==> src/rtl/ex_mem_reg.sv <==
// EX/MEM pipeline register.
// Captures everything the memory stage consumes from EX: store data, ALU result/address,
// PC+2, jump offset, memory controls, branch/jump selects and writeback controls.
// It supports stall (hold), flush (bubble) and a sticky halt latch, and keeps a saturating
// count of stalled cycles for performance debug.
//
// Ports:
//   clk, rst       rising-edge clock, asynchronous active-low reset
//   stall, flush   hold all outputs / load a bubble (flush wins)
//   ex_*           incoming EX-stage entry
//   mem_*          registered entry presented to the memory stage
//   halted         sticky: a valid halt has entered the memory stage
//   stall_cnt      saturating count of edges with stall=1, flush=0, mem_valid=1
module ex_mem_reg #(
  parameter int unsigned       WIDTH    = 16,
  parameter logic [WIDTH-1:0]  RESET_PC = '0
) (
  input  logic             clk,
  input  logic             rst,
  input  logic             stall,
  input  logic             flush,
  input  logic             ex_valid,
  input  logic [WIDTH-1:0] ex_alu,
  input  logic [WIDTH-1:0] ex_wdata,
  input  logic [WIDTH-1:0] ex_pc,
  input  logic [WIDTH-1:0] ex_jmpsrc,
  input  logic             ex_memen,
  input  logic             ex_memwr,
  input  logic             ex_halt,
  input  logic             ex_brchcnd,
  input  logic             ex_alujmp,
  input  logic             ex_setrd,
  input  logic             ex_regsrc,
  input  logic             ex_regwr,
  input  logic [2:0]       ex_wreg,
  output logic             mem_valid,
  output logic [WIDTH-1:0] mem_alu,
  output logic [WIDTH-1:0] mem_wdata,
  output logic [WIDTH-1:0] mem_pc,
  output logic [WIDTH-1:0] mem_jmpsrc,
  output logic             mem_memen,
  output logic             mem_memwr,
  output logic             mem_halt,
  output logic             mem_brchcnd,
  output logic             mem_alujmp,
  output logic             mem_setrd,
  output logic             mem_regsrc,
  output logic             mem_regwr,
  output logic [2:0]       mem_wreg,
  output logic             halted,
  output logic [15:0]      stall_cnt
);

  typedef struct packed {
    logic             valid;
    logic [WIDTH-1:0] alu;
    logic [WIDTH-1:0] wdata;
    logic [WIDTH-1:0] pc;
    logic [WIDTH-1:0] jmpsrc;
    logic             memen;
    logic             memwr;
    logic             halt;
    logic             brchcnd;
    logic             alujmp;
    logic             setrd;
    logic             regsrc;
    logic             regwr;
    logic [2:0]       wreg;
  } entry_t;

  localparam entry_t ResetEntry = '{pc: RESET_PC, default: '0};

  entry_t      entry_d, entry_q;
  entry_t      ex_entry;
  logic        halted_d, halted_q;
  logic [15:0] cnt_d, cnt_q;

  always_comb begin
    ex_entry         = '0;
    ex_entry.valid   = ex_valid;
    ex_entry.alu     = ex_alu;
    ex_entry.wdata   = ex_wdata;
    ex_entry.pc      = ex_pc;
    ex_entry.jmpsrc  = ex_jmpsrc;
    ex_entry.memen   = ex_memen;
    ex_entry.memwr   = ex_memwr;
    ex_entry.halt    = ex_halt;
    ex_entry.brchcnd = ex_brchcnd;
    ex_entry.alujmp  = ex_alujmp;
    ex_entry.setrd   = ex_setrd;
    ex_entry.regsrc  = ex_regsrc;
    ex_entry.regwr   = ex_regwr;
    ex_entry.wreg    = ex_wreg;
  end

  // Priority: flush > stall > halted-block > load. A bubble is all-zero, which keeps every
  // control output low whenever mem_valid is low.
  always_comb begin
    entry_d  = entry_q;
    halted_d = halted_q;
    cnt_d    = cnt_q;
    if (flush) begin
      entry_d = '0;
    end else if (stall) begin
      if (entry_q.valid && (cnt_q != 16'hFFFF)) begin
        cnt_d = cnt_q + 16'd1;
      end
    end else if (halted_q) begin
      entry_d = '0;
    end else if (ex_valid) begin
      entry_d = ex_entry;
      if (ex_halt) begin
        halted_d = 1'b1;
      end
    end else begin
      entry_d = '0;
    end
  end

  always_ff @(posedge clk or negedge rst) begin
    if (!rst) begin
      entry_q  <= ResetEntry;
      halted_q <= 1'b0;
      cnt_q    <= '0;
    end else begin
      entry_q  <= entry_d;
      halted_q <= halted_d;
      cnt_q    <= cnt_d;
    end
  end

  assign mem_valid   = entry_q.valid;
  assign mem_alu     = entry_q.alu;
  assign mem_wdata   = entry_q.wdata;
  assign mem_pc      = entry_q.pc;
  assign mem_jmpsrc  = entry_q.jmpsrc;
  assign mem_memen   = entry_q.memen;
  assign mem_memwr   = entry_q.memwr;
  assign mem_halt    = entry_q.halt;
  assign mem_brchcnd = entry_q.brchcnd;
  assign mem_alujmp  = entry_q.alujmp;
  assign mem_setrd   = entry_q.setrd;
  assign mem_regsrc  = entry_q.regsrc;
  assign mem_regwr   = entry_q.regwr;
  assign mem_wreg    = entry_q.wreg;
  assign halted      = halted_q;
  assign stall_cnt   = cnt_q;

endmodule

==> config.mk <==
export PLATFORM = sky130hd
export DESIGN_NAME = ex_mem_reg
export DESIGN_NICKNAME = d
export VERILOG_FILES = /design/src/rtl/ex_mem_reg.sv
export SDC_FILE = /design/constraint.sdc
export NUM_CORES = 1
export LEC_CHECK = 0
export ABC_CLOCK_PERIOD_IN_PS = 1600
export CAP_MARGIN = 20
export CORE_MARGIN = 2
export CORE_UTILIZATION = 36
export DETAILED_ROUTE_END_ITERATION = 6
export PLACE_DENSITY = 0.86
export SLEW_MARGIN = 15
export SYNTH_ARGS = -nofsm -noshare
export SYNTH_HDL_FRONTEND = slang
export SYNTH_SLANG_ARGS = --single-unit
==> constraint.sdc <==
create_clock -name clk -period 1.6 [get_ports clk]
set_input_delay 0.24 -clock clk [delete_from_list [all_inputs] [get_ports clk]]
set_output_delay 0.24 -clock clk [all_outputs]
set_load 0.05 [all_outputs]
# Word level (Yosys, flattened, before mapping)
# Cells that the tools add are included.
# W data, S select, Z words.
# totals
latch_bits	0
ram_bits	0
input_bits	80
out_inout_bits	93
reg_bits	93
elab_cells	31
romBits	0
memories	0
# classes
n_eq_ne	2
n_mul	0
n_reduce_logical	3
magnitude_cmp	0
n_shift	0
add_sub_neg	1
n_div	0
n_mux	7
bitwise	2
# op_table
op	count
$mux W76	4
$add A16 B1 Y16 const B	1
$ne A16 B16 Y1 const B	1
$mux W1	3
$reduce_and A3 Y1	1
$ne A2 B1 Y1 const B	1
$not A1 Y1	2
$reduce_and A2 Y1	1
$logic_and A1 B1 Y1	1

# Logic depth before layout (Yosys ltp)
# Gate-level depths: netlist (run 1).
# logic_depth
word_depth	4
mapped_depth	6
depth_no_buf	5

# Worst setup path after synthesis (run 1)
# OpenSTA, ideal clock, no wires.
# synth_timing
path_type	flip-flop to flip-flop
from	reg cnt_q[0] (netlist: stall_cnt[0])
to	reg cnt_q[5] (netlist: stall_cnt[5])
required_time_ns	1.454
path_buffers	1
setup_ns	0.146
setup_slack_ns	-0.325
synth_period_minus_slack_ns	1.925
stages_incl_launch_ff	7
arrival_time_ns	1.779
cell_sequence	dfrtp_1 -> ha_1 -> nand3_1 -> nor4_2 -> buf_4 -> nor4_1 -> xor2_1
# synth_between
elab_chain_len	3
elab_cells_between_ends	4
cone_classes	add/sub (1); eq/ne (1); reduce/logical (2)
# synth_rtl
item	line_no	source
from (decl)	76	logic [15:0] cnt_d, cnt_q;
from (signal assigned)	128	cnt_q <= cnt_d;
parallel branches: the longest is 3 deep, another holds $add A16 B1 Y16	-	
# Parallel ways; which one is timed is not known.
# A chain may end at the register's enable or synchronous reset.

# Worst setup path in the final report (run 1)
# layout_timing
from	reg cnt_q[8] (netlist: stall_cnt[8])
to	reg cnt_q[9] (netlist: stall_cnt[9])
# The elaborated chain is that of the path after synthesis.

==> results of run 1 <==
layer usage:
| metal | routed length (µm) | track usage | part of all wire | vias to the layer above |
|---|---|---|---|---|
| met4 | 127 | 0.0729 | 0.014 | 0 |
| met1 | 3910 | 0.222 | 0.43 | 1357 |
| met2 | 4380 | 0.269 | 0.48 | 122 |
| met3 | 626 | 0.0346 | 0.069 | 11 |
| met5 | 0 | 0 | 0 | - |
| li1 | - | - | - | 1294 |
area by class of cell:
| class | instances | area [µm²] | area share |
|---|---|---|---|
| Timing Repair Buffer | 193 | 1710 | 0.306 |
| Clock buffer | 15 | 166 | 0.0298 |
| Multi-Input combinational cell | 132 | 1170 | 0.209 |
| Clock inverter | 1 | 30.0 | 0.00537 |
| Tap cell | 133 | 166 | 0.0298 |
| Sequential cell | 93 | 2350 | 0.420 |
stage by stage:
step           cells  hold slack [ns]
2_1_floorplan    243          -0.0556
3_3_place_gp     549            0.316
3_5_place_dp     549            0.328
4_1_cts          566            0.476
5_1_grt          567            0.488
6_report         567            0.485
layout by cell type, fill, tap and decap left out, drive strengths merged:
master and count:
nor2b 1, a22o 74, and4 1, nor4 6, mux2 1, ha 1
clkbuf 15, dlygate4sd3 1, bufinv 1, clkdlybuf4s50 78, dfrtp 93, a31o 1
buf 114, nor2 4, nor3b 1, or2 1, nor3 4, nand3 3
xor2 11, nand2 5, or3 1, nand3b 2, and2 1, a32oi 1
nand4 6, nand2b 1, xnor2 4, nor4b 2
what timing repair did:
item | in CTS | in global routing
endpoints found under the hold margin | 93 | 0
setup buffers | 0 | 0
hold buffers | 1 | 0
endpoints found under the setup margin | 0 | 10
resized for setup | 0 | 6
how the worst min path moves through the flow:
stage,start,to,cells past startpoint
global route,ex_pc[13],mem_pc[13],2
global placement,rst,mem_wdata[5],2
CTS,ex_pc[7],mem_pc[7],2
finish,rst,stall_cnt[13],3
floorplan,rst,halted,0
detailed placement,rst,mem_wdata[5],2
registers in the layout, indices dropped and copies added (netlist names), 3 cells and up:
signal and cells:
mem_jmpsrc 16, mem_wreg 3, mem_alu 16, mem_wdata 16
stall_cnt 16, mem_pc 16
kinds of logic (layout without fill, tap and decap cells):
group,count (synthesis),in the layout
XOR/XNOR,15,15
AND/OR/NAND/NOR,39,39
buffers and inverters,18,209
multiplexers,1,1
AO/OA/AOI/OAI,76,76
adder cells (fa/ha/maj),1,1
flip-flops,93,93
where the power goes:
part | total, mW | internal (mW) | switching [mW] | leakage (nW)
Combinational | 0.549 | 0.278 | 0.270 | 1.36
Sequential | 2.44 | 2.39 | 0.0487 | 1.27
Clock | 1.56 | 0.813 | 0.742 | 0.0979
Total | 4.54 | 3.48 | 1.06 | 2.73
critical path: cells and delay by family (launching register included):
kind / cells / cell delay, ns
XOR/XNOR: 1 / 0.13
flip-flops: 1 / 0.40
buffers and inverters: 1 / 0.21
AND/OR/NAND/NOR: 3 / 0.64
==> results.md, run 1 <==
- The synthesized net count is between 300 and 400.
- At the end of the flow the core is filled with cells to 0.580.
- Based on the critical path, the design can be clocked at up to 660 MHz.
- The global route total overflow is 0.
- The floorplan step defined a die boundary enclosing 10,600 µm².
- The count of cell types in the netlist is 33.
- The average size of a mapped cell is 14.5 µm².
- Setup repair after global routing could not meet its margin everywhere.
- The largest net degree at the start of global routing is 94.
- The ratio of cells with drive above 1 in the final layout is 0.366.
- By area the synthesized netlist is led by dfrtp_1, a22o_1, xor2_1.
- The type of the setup path with the least slack is reg2reg.
- The worst-case headroom to the max-slew limit is 0.682.
- The commonest cells after synthesis are dfrtp_1, a22o_1, xor2_1, buf_2, nand4_1.
- Counting the buffers created by CTS gives 9.
- The worst-case clock buffer depth is 2.
- The capturing instance or port of the critical path is stall_cnt[9].
- The clock tree from TritonCTS is yes.
- The proportion of synthesized chip area in sequential cells is 0.659.
- The worst flop-to-flop path startpoint is stall_cnt[8].
- On the worst path, the slowest cell contributes a delay of about 0.4 ns.
- Measured along the y axis, the die boundary spans a little over 100 µm.
- The simple logic cell fraction of the synthesized area is 0.0829.
- The worst hold path belongs to the class in2async.
- Yosys mapped a number of flops with a built-in enable equal to 0.
- The iteration-0 DRC count of the detailed router is 100.
- The required time at the endpoint of the critical path is 1.81 ns.
- The TritonCTS sink count is 93.
- The number of antenna violations at the first check in global routing is 0.
- The critical path goes through nand4_1, nor4_4, buf_4, nor3_1, xor2_1.
- The placer's final routability congestion estimate is 0.775.
- In the routed design, unresolved DRC markers number 0.
- For the pin with the worst max-slew slack, the measured transition is 0.478 ns.
- The clock-pin transition on the worst setup and hold timing paths is 0.09 ns.
- The number of global-route vias before repair is 2,778.
- Once placement finished, the instance area stood at 5370 µm².
- The fraction of synthesized cell area in xor and xnor cells is 0.0372.
- The number of fillers in the final layout is 800.
- The power density normalized to cell area is 812 nW/µm².
- The post-placement worst setup slack is -0.230 ns.
- The number of antenna diodes in the final layout is 0.
- Of all flip-flops after synthesis, the portion carrying an async set or reset was 1.00.
- The number of warnings reported in the yosys synthesis log is 0.
- The area growth from synthesis to layout is 58.4%.
- The number of cells produced by synthesis is 243.
- The kind of start point of the critical path is a flip-flop.
- The per-cell via count in the routed design is 4.91.
- The tree is rooted in a clkbuf_8.
- The biggest area contributor in the post-synthesis netlist is dfrtp_1.
- Detailed routing inserted a total of between 2,000 and 3,000 vias.
- The path depth of the worst reg2reg path is 5.
- The final max-slew violation count is 0.
- The share of synthesized area in the top cell type comes to 0.659.
- The mux contribution to synthesized area is 0.00319.
- The run finished with clean final reports.
- The net count of the finished layout is 510.
- The floorplan has 36 rows.
- The complex-gate fraction of the synthesized area came to 0.189.
- The final critical-path setup slack is 0.0849 ns.
- The clock latency reported for the late side of the worst-skew pair is 0.35 ns.
- The total power after layout is ~4.5 mW.
- The arrival time at the worst endpoint is 1.73 ns.
- The count of buffers added on input and output ports is between 150 and 200.
- The most used flip-flop cell after synthesis is dfrtp_1.
- The design area is 5590 µm².
- The cell leakage power is between 2 and 3 nW.
- The summed negative setup slack over all endpoints is 0 ns.
- Counting flops and latches in the post-synthesis netlist gives 93.
- The number of ports placed on the die boundary is 173.
- The deepest level of the CTS H-tree is 3.
- The total standard cell area after synthesis is about 3500 µm².
- In this run the worst path has a maximum fanout of 5.
- The most numerous cell in the Yosys netlist is dfrtp_1.
- For this design, the slowest cell found on the critical path is dfrtp_2.
- The routed wire length per instance is 15.9 µm.
- The aggregate global-route resource usage is 0.168.
- Tracing the worst setup path back leads to its startpoint at stall_cnt[8].
- The worst flop-to-flop path endpoint is stall_cnt[9].
- The first detailed-routing pass took 4 iterations.
- The area of the core is 9640 µm².
- The final critical delay including setup and external delays is 1.52 ns.
- For the final database, setup skew stands at 0.0129 ns.
- The worst vdd rail ir drop is 0.349 mV.
- The final number of hold-violating endpoints came to 0.
- Setup violations remaining at the end of the flow were counted as 0.
- The capturing element type of the critical path is a flip-flop.
- The wire length of the first global-routing pass is 13,700 µm.
- By area, the combinational part of the netlist is dominated by compound AO/OA/AOI/OAI gates.
- The initial standard-cell utilization of the core is 0.366.
- The max-cap check violation count is 0.
- The horizontal die dimension is between 100 and 150 µm.
- The routed wire length is 9040 µm.
- In the finished design, the share of the clock period the worst path needs comes to 0.947.
- The number of nets still failing antenna checks after routing is 0.
- Of the total synthesized cell area, the portion taken by full adders, half adders and majority gates is 0.00354.
- The half-perimeter wire length after detailed placement is roughly 6400 µm.
- In this run the register-to-register setup slack is 0.08 ns.
Power figures use the tool's default switching activity.
==> run 2: changes to the inputs <==
CELL_PAD_IN_SITES_DETAIL_PLACEMENT = 0   (was default)
CELL_PAD_IN_SITES_GLOBAL_PLACEMENT = 2   (was default)
CORE_UTILIZATION = 23   (was 36)
PLACE_DENSITY = 0.87   (was 0.86)
==> run 2 against run 1 <==
Power up 13%. Fmax fell by 1.6%. Via count increased by 1.8%. Count of clock-buffer cells in the layout down 2. Die area grew 54%. Final cell count grew 12%. Sequential share of layout area fell by 2.2 points. Wire length grew 6.4%. Flip-flop and latch count unchanged. Clock skew fell by 0.0079 ns. Worst hold slack worse by 0.0047 ns.
==> results.md, run 2 (synthesized netlist as in run 1, its figures left out) <==
- The placer's final routability congestion estimate is 0.740 (-4.6%).
- On the critical path the largest part of the delay comes from simple AND/OR/NAND/NOR gates.
- The number of antenna cells inserted was 0 (unchanged).
- The number of antenna violations at the first check in global routing is 0 (unchanged).
- The clock-pin transition on the worst setup and hold timing paths is 0.06 ns (-0.03 ns).
- The path depth of the worst reg2reg path is 5 (unchanged).
- In this run the worst setup path terminates at stall_cnt[15].
- The height of the die is 128 µm (+24%).
- The routed wire length came to 9620 µm (+6.4%).
- The clock latency reported for the late side of the worst-skew pair came to 0.34 ns (about the same).
- The summed negative setup slack over all endpoints is 0 ns (unchanged).
- The deepest level of the CTS H-tree is 3 (unchanged).
- The detailed-routed wire length on met3 is 714 µm (+14%).
- The top routing layer in use is met4.
- The final number of hold-violating endpoints is 0 (unchanged).
- The post-placement worst setup slack came to -0.284 ns (-0.0539 ns).
- The count of buffering cells on the critical path with inverters included is 1 (unchanged).
- The total power after layout is 5.13 mW (+13%).
- The worst-case clock buffer depth was 2 (unchanged).
- The horizontal die dimension was 128 µm (+24%).
- The worst-case headroom to the max-slew limit came to 0.665 (-0.0164).
- The met2 wire length is 4570 µm (+4.3%).
- The per-cell via count in the routed design is 4.47 (-8.9%).
- The placement-stage cell area came to 5560 µm² (+3.7%).
- The flow ran to the end, and the final reports show no timing, DRC or antenna violations.
- The number of nets in the finished design is 522 (+2.4%).
- The routed wire length per instance is 15.2 µm (-4.8%).
- The arrival time at the worst endpoint was 1.80 ns (+0.07 ns).
- The ratio of cells with drive above 1 in the final layout was 0.392 (+0.0260).
- The worst min-delay path category is in2async.
- The global route total overflow is 0 (unchanged).
- The final max-slew violation count came to 0 (unchanged).
- The max-cap check violation count came to 0 (unchanged).
- The final critical delay including setup and external delays was 1.54 ns (+0.0252 ns).
- The power density normalized to cell area came to 869 nW/µm² (+7.1%).
- The total DRC errors in the routed layout is 0 (unchanged).
- On the critical path, the stage with the largest delay is an instance of or3_4.
- The number of logic stages on the critical path including buffering is 5 (unchanged).
- The iteration-0 DRC count of the detailed router came to 129 (+29%).
- The number of cells after detailed placement is 616 (+12%).
- The type of the setup path with the least slack is reg2reg.
- The final critical-path setup slack is 0.0597 ns (-0.0252 ns).
- The root buffer cell is clkbuf_16.
- The TritonCTS sink count was 93 (unchanged).
- The post-layout instance count excluding filler cells is 634 (+12%).
- The endpoint identified for the worst register-to-register timing path is stall_cnt[15].
- The setup slack of the worst register-to-register path is 0.06 ns (-0.03 ns).
- The initial standard-cell utilization of the core is 0.234 (-0.132).
- The achievable clock frequency was 649 MHz (-1.6%).
- The final worst-path cycle share is 0.963 (+0.0158).
- Setup repair after global routing could not meet its margin everywhere.
- The worst setup path is launched from a flip-flop.
- The cell leakage power is 2.84 nW (+4.0%).
- The number of ports placed on the die boundary is 173 (unchanged).
- The capturing element type of the critical path is a flip-flop.
- Leaving out fill and tap cells, the most frequent cells in the layout are buf_4, clkdlybuf4s50_1, dfrtp_1.
- The setup violation total in the final timing report came to 0 (unchanged).
- The worst vdd rail ir drop is 0.530 mV (+52%).
- The most critical setup path has its startpoint at stall_cnt[0].
- The wire length of the first global-routing pass is 15,400 µm (+12%).
- The slew at the pin closest to its max-slew limit was 0.502 ns (+0.0245 ns).
- The total die area was 16,400 µm² (+54%).
- The routed via count was 2,835 (+1.8%).
- The number of optimization iterations in the first detailed-route pass is 4 (unchanged).
- The signal on the critical path passes through buf_6, nand3_4, or3_4, nor4_4, xor2_1.
- The aggregate global-route resource usage is 0.120 (-0.0478).
- The delay of the slowest cell on the worst path is 0.43 ns (+0.03 ns).
- The number of buffers created by CTS was 9 (unchanged).
- The number of port buffers is 172 (unchanged).
- The area of the core is 15,100 µm² (+57%).
- The detailed-routing wirelength on met1 is 4190 µm (+7.3%).
- Compared with the post-synthesis result, the final layout area differs by 67.1%.
- The required time at the endpoint of the critical path came to 1.85 ns (+0.04 ns).
- The standard-cell row count is 45 (+25%).
- The end-of-flow core utilization was 0.391 (-0.189).
- The number of global-route vias before repair is 2,985 (+7.5%).
- The number of nets still failing antenna checks after routing is 0 (unchanged).
- The clock skew is 0.00501 ns (-0.00790 ns).
- The clock tree from TritonCTS is yes.
- The maximum fanout along the worst path is 4 (-1).
- The half-perimeter wire length after detailed placement is 6780 µm (+6.4%).
- The final-layout worst hold slack was 0.480 ns (-0.00467 ns).
- The largest net degree at the start of global routing is 94 (unchanged).
- The startpoint identified for the worst register-to-register timing path is stall_cnt[0].
- The most common cell after layout, fill and taps aside is buf_4.
- The number of fillers in the final layout is 1,447 (+81%).
- The design area came to 5900 µm² (+5.5%).
-- run 2: routing by layer --
metal  global-route usage  up-vias
met1                0.155     1387
met3               0.0492       12
met4               0.0368        0
li1                     -     1321
met2                0.185      115
met5                    0        -
-- run 2: how the worst min path moves through the flow --
stage | slack (ns) | start | to
after global placement | 0.33 | rst | stall_cnt[7]
after CTS | 0.48 | ex_pc[5] | mem_pc[5]
after detailed placement | 0.33 | rst | stall_cnt[12]
after floorplan | -0.06 | rst | halted
after global routing | 0.49 | ex_alu[3] | mem_alu[3]
final | 0.48 | rst | stall_cnt[6]
-- run 2: where the power goes --
group / leakage (nW) / total [mW] / internal [mW] / switching, mW
registers: 1.27 / 2.43 / 2.39 / 0.0360
clock network: 0.132 / 2.01 / 1.14 / 0.873
logic: 1.44 / 0.689 / 0.368 / 0.321
-- run 2: repair_timing --
action                                 4_1_cts  5_1_grt
setup endpoints to repair                   12       11
hold buffers                                 1        0
pin swaps                                    2        3
gates resized for setup                      2        5
setup buffers                                1        0
endpoints found under the hold margin       93        0
-- run 2: worst min-delay path: cells and delay by family --
kind | cells | cell delay, ns
buffers and inverters | 3 | 1.02
-- run 2: area by class of cell --
type                       instances  area, µm²  share of cell area
multi-input combinational        132       1190               0.201
clock buffer                      13        260              0.0441
clock inverter                     3       20.0             0.00339
tap                              188        235              0.0399
sequential                        93       2350               0.398
timing repair buffer             205       1850               0.313
==> run 3: changes to the inputs <==
CORE_MARGIN = default   (was 2)
==> run 3 against run 2 <==
Sequential share of layout area rose by 0.31 points. Sequential power hardly changed. Clock power is 7% higher. Critical path type unchanged. Highest routed layer unchanged.
==> results.md, run 3 (synthesized netlist as in run 1, its figures left out) <==
- The run finished with clean final reports.
- STA classifies the critical path startpoint as a flip-flop.
- The standard-cell row count is 44 (-2.2%).
- The max-cap check violation count is 0 (unchanged).
- The root buffer cell is clkbuf_16.
- The setup violation total in the final timing report is 0 (unchanged).
- The final critical delay including setup and external delays is 1.51 ns (-0.0320 ns).
- The number of global-route vias before repair is 3,071 (+2.9%).
- The TritonCTS sink count is 93 (unchanged).
- Setup repair after global routing left no endpoint under its margin.
- The number of ports placed on the die boundary was 173 (unchanged).
- The number of port buffers came to 172 (unchanged).
- The achievable clock frequency came to 663 MHz (+2.1%).
- The routed via count is 2,848 (+0.46%).
- The global route total overflow came to 0 (unchanged).
- The worst register-to-register path begins at stall_cnt[5].
- The number of nets still failing antenna checks after routing came to 0 (unchanged).
- The number of buffers inserted to repair setup after CTS is 0 (-1).
- The iteration-0 DRC count of the detailed router is 126 (-2.3%).
- The worst-case clock buffer depth came to 2 (unchanged).
- The worst vdd rail ir drop came to 0.447 mV (-16%).
- The total die area is 15,800 µm² (-3.1%).
- The type of the setup path with the least slack is reg2reg.
- The initial standard-cell utilization of the core is 0.239 (+0.00532).
- The worst-case headroom to the max-slew limit is 0.783 (+0.118).
- The number of cells after detailed placement is 609 (-1.1%).
- The cell leakage power came to 2.83 nW (-0.34%).
- The library cell used most frequently in the layout, excluding fill and tap cells, is buf_4.
- The per-cell via count in the routed design is 4.55 (+1.7%).
- The clock tree from TritonCTS is yes.
- The clock-pin transition on the worst setup and hold timing paths came to 0.07 ns (about the same).
- The end-of-flow core utilization is 0.397 (+0.00583).
- The largest net degree at the start of global routing is 57 (-39%).
- The final number of hold-violating endpoints is 0 (unchanged).
- The post-layout instance count excluding filler cells is 626 (-1.3%).
- The final max-slew violation count is 0 (unchanged).
- The number of fillers in the final layout was 1,406 (-2.8%).
- The required time at the endpoint of the critical path is 1.86 ns (about the same).
- The ratio of cells with drive above 1 in the final layout was 0.387 (-0.00550).
- The number of buffers created by CTS is 9 (unchanged).
- The timing startpoint of the critical path is stall_cnt[5].
- In the layout the commonest cells are buf_4, clkdlybuf4s50_1, dfrtp_1.
- The routed wire length is 9850 µm (+2.4%).
- The clock skew is 0.00849 ns (+0.00348 ns).
- The capturing element type of the critical path is a flip-flop.
- The arrival time at the worst endpoint came to 1.77 ns (-0.03 ns).
- The routed wire length per instance came to 15.7 µm (+3.7%).
- Compared with the post-synthesis result, the final layout area differs by 65.8%.
- The worst min-delay path category is in2async.
- The final worst-path cycle share came to 0.943 (-0.0200).
- The path depth of the worst reg2reg path was 5 (unchanged).
- The setup slack of the worst register-to-register path is 0.09 ns (+0.03 ns).
- The half-perimeter wire length after detailed placement was 7140 µm (+5.3%).
- The power density normalized to cell area is 898 nW/µm² (+3.3%).
- The number of antenna violations at the first check in global routing is 0 (unchanged).
- The number of antenna cells inserted is 0 (unchanged).
- The wire length of the first global-routing pass is 16,100 µm (+4.7%).
- The number of optimization iterations in the first detailed-route pass is 4 (unchanged).
- The number of nets in the finished design is 518 (-0.77%).
- The aggregate global-route resource usage was 0.131 (+0.0104).
- The slew at the pin closest to its max-slew limit is 0.324 ns (-0.178 ns).
- The endpoint identified for the worst register-to-register timing path is stall_cnt[13].
- The area of the core was 14,800 µm² (-2.2%).
- The maximum fanout along the worst path is 4 (unchanged).
- The total DRC errors in the routed layout came to 0 (unchanged).
- The height of the die was 126 µm (-1.6%).
- The clock latency reported for the late side of the worst-skew pair is 0.35 ns (about the same).
- The deepest level of the CTS H-tree was 3 (unchanged).
- The placer's final routability congestion estimate is 0.742 (+0.34%).
- The horizontal die dimension is 126 µm (-1.6%).
-- run 3: cell types whose count changed in the layout (fill, tap and decap cells not counted), moves of 2 or more --
| cell | change |
|---|---|
| clkbuf_8 | -2 |
| nor3_2 | -2 |
| buf_6 | -3 |
| nor3_1 | +2 |
| inv_6 | +2 |
| clkbuf_1 | -2 |
-- run 3: worst max-delay path by stage --
stage | endpoint | cells past startpoint
5_1_grt | stall_cnt[2] | 6
3_5_place_dp | mem_alu[3] | 5
3_3_place_gp | mem_memwr | 5
4_1_cts | stall_cnt[1] | 4
6_report | stall_cnt[13] | 5
2_1_floorplan | stall_cnt[2] | 5
-- run 3: stage by stage --
stage	setup TNS (ns)	total power [mW]	setup slack, ns	hold WS (ns)	cell area, µm²
global route	0	5.48	0.00544	0.312	5850
floorplan	-0.0455	2.68	-0.0129	-0.0556	3580
detailed placement	-13.57	3.15	-0.230	0.141	5530
CTS	0	5.34	0.0166	0.302	5840
global placement	-6.99	3.13	-0.128	0.137	5530
finish	0	5.25	0.0917	0.314	5850
-- run 3: where the power goes --
part / switching, mW / internal, mW
Combinational: 0.304 / 0.359
Sequential: 0.0405 / 2.39
Clock: 0.943 / 1.22
Total: 1.29 / 3.97
-- run 3: layout make-up --
cell class              count  area (µm²)  area share
flip-flops and latches     93        2350       0.401
repair buffers            201        1810       0.309
multi-input cells         132        1170       0.200
well taps                 184         230      0.0393
clock buffers               9         225      0.0385
clock inverters             7        73.8      0.0126
-- run 3: layer usage --
layer | GRT usage | part of all wire
met1 | 0.157 | 0.42
met3 | 0.0455 | 0.068
met2 | 0.213 | 0.50
met5 | 0 | 0
met4 | 0.0524 | 0.016
-- run 3: worst max-delay path, stage by stage (launching register included) --
cell,delay (ns)
dfrtp_2,0.36
buf_4,0.13
nand4_1,0.13
or3_4,0.41
nor4b_4,0.24
xor2_1,0.17
-- run 3: repair_timing --
action / 4_1_cts / 5_1_grt
setup endpoints to repair: 0 / 12
hold buffers: 1 / 0
endpoints found under the hold margin: 19 / 0
gates resized for setup: 0 / 1
